**config.mk**
```make
export PLATFORM = sky130hd
export DESIGN_NAME = fetch_sequencer
export DESIGN_NICKNAME = d
export VERILOG_FILES = /design/src/rtl/fetch_sequencer.sv
export SDC_FILE = /design/constraint.sdc
export NUM_CORES = 1
export LEC_CHECK = 0
export BUFFER_PORTS_ARGS = -buffer_cell sky130_fd_sc_hd__buf_2
export CAP_MARGIN = 10
export CORE_MARGIN = 4
export CORE_UTILIZATION = 35
export DETAILED_ROUTE_END_ITERATION = 10
export GPL_ROUTABILITY_DRIVEN = 0
export GPL_TIMING_DRIVEN = 0
export PLACE_DENSITY = 0.7
export SYNTH_ARGS = -nofsm -noshare
export SYNTH_HDL_FRONTEND = slang
export SYNTH_SLANG_ARGS = --single-unit
```
**constraint.sdc**
```tcl
create_clock -name clk -period 2.5 [get_ports clk]
set_input_delay 0.125 -clock clk [delete_from_list [all_inputs] [get_ports clk]]
set_output_delay 0.125 -clock clk [all_outputs]
set_load 0.01 [all_outputs]
```
**src/rtl/fetch_sequencer.sv**
```systemverilog
// Program-counter sequencer for the word-addressed fetch stage: advance, stall,
// redirect with flush bubbles, halt/resume, plus saturating debug counters.
module fetch_sequencer #(
    parameter int          ADDR_W       = 8,
    parameter logic [31:0] RESET_PC     = 32'd0,
    parameter int          FLUSH_CYCLES = 1,
    parameter int          CNT_W        = 32
) (
    input  logic             clk,
    input  logic             rst,
    input  logic             start,
    input  logic             stall,
    input  logic             br_taken,
    input  logic [31:0]      br_target,
    input  logic             halt_req,
    output logic [31:0]      pc,
    output logic [31:0]      npc,
    output logic             fetch_en,
    output logic             flush,
    output logic             halted,
    output logic             addr_err,
    output logic [CNT_W-1:0] instr_cnt,
    output logic [CNT_W-1:0] stall_cnt
);

    typedef enum logic [1:0] {IDLE, RUN, FLUSH, HALT} state_t;

    localparam logic [3:0]        FLUSH_RELOAD = 4'(FLUSH_CYCLES - 1);
    localparam logic [ADDR_W-1:0] PC_INIT      = RESET_PC[ADDR_W-1:0];
    localparam logic [ADDR_W-1:0] PC_ONE       = 1;
    localparam logic [CNT_W-1:0]  CNT_ONE      = 1;

    state_t            state;
    logic [ADDR_W-1:0] pc_q;
    logic [ADDR_W-1:0] pc_inc;
    logic [3:0]        flush_cnt;
    logic              redirect;
    logic              tgt_high;
    logic              stall_hold;

    function automatic logic [CNT_W-1:0] sat_inc(input logic [CNT_W-1:0] v);
        return (&v) ? v : v + CNT_ONE;
    endfunction

    assign pc_inc     = pc_q + PC_ONE;
    assign pc         = {{(32-ADDR_W){1'b0}}, pc_q};
    assign npc        = {{(32-ADDR_W){1'b0}}, pc_inc};
    assign redirect   = br_taken && (state == RUN || state == FLUSH);
    assign tgt_high   = |(br_target >> ADDR_W);
    assign fetch_en   = (state == RUN) && !stall && !br_taken && !halt_req;
    assign stall_hold = (state == RUN) && stall && !br_taken && !halt_req;
    assign flush      = ((state == RUN) && br_taken) || (state == FLUSH);
    assign halted     = (state == HALT);

    always_ff @(posedge clk or negedge rst) begin
        if (!rst) begin
            state     <= IDLE;
            pc_q      <= PC_INIT;
            flush_cnt <= 4'd0;
            addr_err  <= 1'b0;
            instr_cnt <= '0;
            stall_cnt <= '0;
        end else begin
            if (fetch_en)
                instr_cnt <= sat_inc(instr_cnt);
            if (stall_hold)
                stall_cnt <= sat_inc(stall_cnt);
            // Out-of-range targets are still taken (truncated), only flagged.
            if (redirect && tgt_high)
                addr_err <= 1'b1;
            case (state)
                IDLE: if (start) state <= RUN;
                RUN: begin
                    if (br_taken) begin
                        pc_q      <= br_target[ADDR_W-1:0];
                        flush_cnt <= FLUSH_RELOAD;
                        state     <= (FLUSH_RELOAD != 4'd0) ? FLUSH : RUN;
                    end else if (halt_req) begin
                        state <= HALT;
                    end else if (!stall) begin
                        pc_q <= pc_inc;
                    end
                end
                FLUSH: begin
                    // A newer redirect restarts the bubble window at its own target.
                    if (br_taken) begin
                        pc_q      <= br_target[ADDR_W-1:0];
                        flush_cnt <= FLUSH_RELOAD;
                        state     <= (FLUSH_RELOAD != 4'd0) ? FLUSH : RUN;
                    end else begin
                        flush_cnt <= flush_cnt - 4'd1;
                        if (flush_cnt == 4'd1)
                            state <= RUN;
                    end
                end
                HALT: if (start) state <= RUN;
                default: state <= IDLE;
            endcase
        end
    end

endmodule

```
==> flow_summary.json <==
{
  "first_global_vias": 3645,
  "crit_chain": "ha_1 > nand3_1 > or4_4 > or4_4 > nor2b_1 > xor2_1",
  "numCtsBuffers": 9,
  "hpwl_um": 8210,
  "postCtsSetupBuffers": 0,
  "wire_per_inst_um": 13.2,
  "synth_area_leader_cell": "dfrtp_1",
  "cap_violations": 0,
  "crit_arrival_ns": 2.54,
  "ys_seq_area_frac": 0.444,
  "crit_path_max_fanout": 5,
  "cts_tree": "yes",
  "synth.area.top_cells": "dfrtp_1, buf_4, xnor2_1, xor2_1, nand4_1",
  "power_density_nw_per_um2": 668,
  "multi_input_area_um2": 2230,
  "die_area_um2": 14600,
  "instances_no_fill": 807,
  "final_hold_viol_count": 0,
  "finalWirelength_um": 10600,
  "setup_viol": 0,
  "synth.most_common_cell": "dfrtp_1",
  "crit_type": "reg2reg",
  "finalCritPeriodShare": 0.928,
  "synth_area_um2": 4450,
  "synth.distinct_cells": 49,
  "peakVddDrop_v": 0.000297,
  "clock_skew_ns": 0.00740,
  "place_area_um2": 5470,
  "synth_area_per_cell_um2": 9.83,
  "synthFlopType": "dfrtp_1",
  "fill_cells": 1186,
  "grt_use_total": 0.147,
  "tightest_slew_ns": 0.628,
  "dp_slack_ns": 0.0222,
  "grt_max_degree": 55,
  "max_freq_mhz": 431,
  "root_buffer": "clkbuf_16",
  "dieWidth_um": 121,
  "final_area_um2": 5810,
  "period_minus_slack_ns": 2.32,
  "seqCellArea_um2": 1980,
  "slew_viol_final": 0,
  "worstPathRequired_ns": 2.72,
  "ant_nets": 0,
  "async_flop_share": 1.00,
  "path_common_cell": "or4_4",
  "synthTopCellsByCount": "dfrtp_1, buf_4, xnor2_1",
  "setup.worst_path.end_class": "flip-flop",
  "synth-edff-count": 0,
  "drt-pass1-iter-count": 4,
  "crit_buf_inv": 0,
  "fp.dieH_um": 121,
  "syn_to_final_growth_pct": 30.6,
  "htree_levels": 3,
  "cp_slowest_cell": "or4_4",
  "core_area_um2": 12200,
  "synth-seq-cells": 79,
  "dp_cells": 790,
  "vias": 3824,
  "fin_tns_setup_ns": 0,
  "fin_util": 0.476,
  "relSlewSlack": 0.578,
  "cp_top_family": "simple AND/OR/NAND/NOR gates",
  "synth_top_area_frac": 0.444,
  "clockBufferDepth": 2,
  "cts_sinks": 79,
  "synthCells": 453,
  "drive_gt1_frac": 0.322,
  "antenna_found_initial": 0,
  "grt-ovfl-total": 0,
  "num_io_pins": 170,
  "floorplan.initialDensity": 0.365,
  "rsz0062_at_grt": "false",
  "cellLeakagePower_nw": 3.02,
  "yosysWarnings": 0,
  "fin_ws_ns": 0.180,
  "port_buffers": 121,
  "grt_pass1_wl_um": 17500,
  "nets": 681,
  "critPathLaunchType": "flip-flop",
  "first_iter_violations": 215,
  "hold_path_class": "in2reg",
  "antenna_cells": 0,
  "status": "completed",
  "rows": 40,
  "critPathMaxStageDelay_ns": 0.58,
  "drc_errors": 0,
  "clk_pin_slew_worst_paths_ns": 0.06,
  "insertion_delay_ns": 0.34,
  "avgViaCountPerCell": 4.74
}
==> layer usage <==
metal  vias to the layer above  global-route usage  part of all wire
met5                         -                   0                 0
met4                         0              0.0595             0.015
met3                        18              0.0346             0.065
met2                       122               0.248              0.49
met1                      1816               0.181              0.43
li1                       1868                   -                 -
==> per-stage QoR <==
step | total power [mW] | hold WS [ns]
final | 3.88 | 0.0393
after global routing | 4.12 | 0.0425
after global placement | 2.53 | 0.385
after detailed placement | 2.57 | 0.0723
after floorplan | 2.17 | -0.171
after CTS | 3.94 | 0.0253
==> power breakdown <==
group	internal, mW	switching (mW)
clock	0.804	0.544
combinational	0.432	0.499
sequential	1.41	0.197
==> final timing paths <==
check / start / endpoint / slack [ns] / cells after the start
hold / removal: br_target[0] / pc_q[0]$_DFFE_PN0P_ / 0.04 / 3
setup reg to reg: instr_cnt[0]$_DFFE_PN0P_ / instr_cnt[14]$_DFFE_PN0P_ / 0.18 / 6
hold reg to reg: addr_err$_DFFE_PN0P_ / addr_err$_DFFE_PN0P_ / 0.47 / 1
setup / recovery: instr_cnt[0]$_DFFE_PN0P_ / instr_cnt[14]$_DFFE_PN0P_ / 0.18 / 6
max in group asynchronous: rst / stall_cnt[16]$_DFFE_PN0P_ / 1.65 / 3
min in group asynchronous: rst / instr_cnt[9]$_DFFE_PN0P_ / 0.25 / 2
==> flip-flops by register name, summed over array words and instances (netlist names) <==
register	count
stall_cnt	32
instr_cnt	32
pc_q	8
state	2
addr_err	1
flush_cnt	4
==> worst reg2reg max path, delay by kind of cell, from the launching register on <==
family / cells / cell delay, ns
xor gates and xnor gates: 1 / 0.13
and+or+nand+nor: 4 / 1.44
adders and majority gates: 1 / 0.24
DFF: 1 / 0.40
==> final cells by class <==
cell class,instances,share of cell area
repair buffers,123,0.111
flip-flops and latches,79,0.340
well taps,168,0.0362
plain buffers,54,0.0661
clock inverters,6,0.0116
clock buffers,10,0.0411
inverters,15,0.00969
multi-input cells,352,0.384
==> cell families (layout without fill, tap and decap cells) <==
group | count (synthesis) | after routing | synth area share
simple gates | 186 | 186 | 0.233
flops | 79 | 79 | 0.444
buf+inv | 69 | 208 | 0.0989
xor+xnor | 66 | 66 | 0.130
compound gates | 37 | 37 | 0.0540
fa+ha+maj | 9 | 9 | 0.0253
mux | 6 | 6 | 0.0143
other cells | 1 | 48 | 0.000842
==> layout by cell type, fill, tap and decap left out, types with 9 or more instances in the layout <==
cell       Yosys  layout
xnor2_1       39      39
xor2_1        27      27
ha_1           9       9
a21oi_1       10      10
nand4_1       23      23
conb_1         1      48
buf_2          1     121
dfrtp_1       79      79
nor3_1        14      13
nand3_1       27      26
clkbuf_16      0       9
and3_1        13      13
buf_4         48      49
nor2_1        32      31
and4_1        10      10
nand2_1       33      33
inv_1         15      15
==> timing repair <==
action,CTS,global route
hold endpoints to repair,25,0
resized for setup,0,5
setup endpoints to repair,0,13
hold buffers,1,0
(Power assumes the default switching activity.)
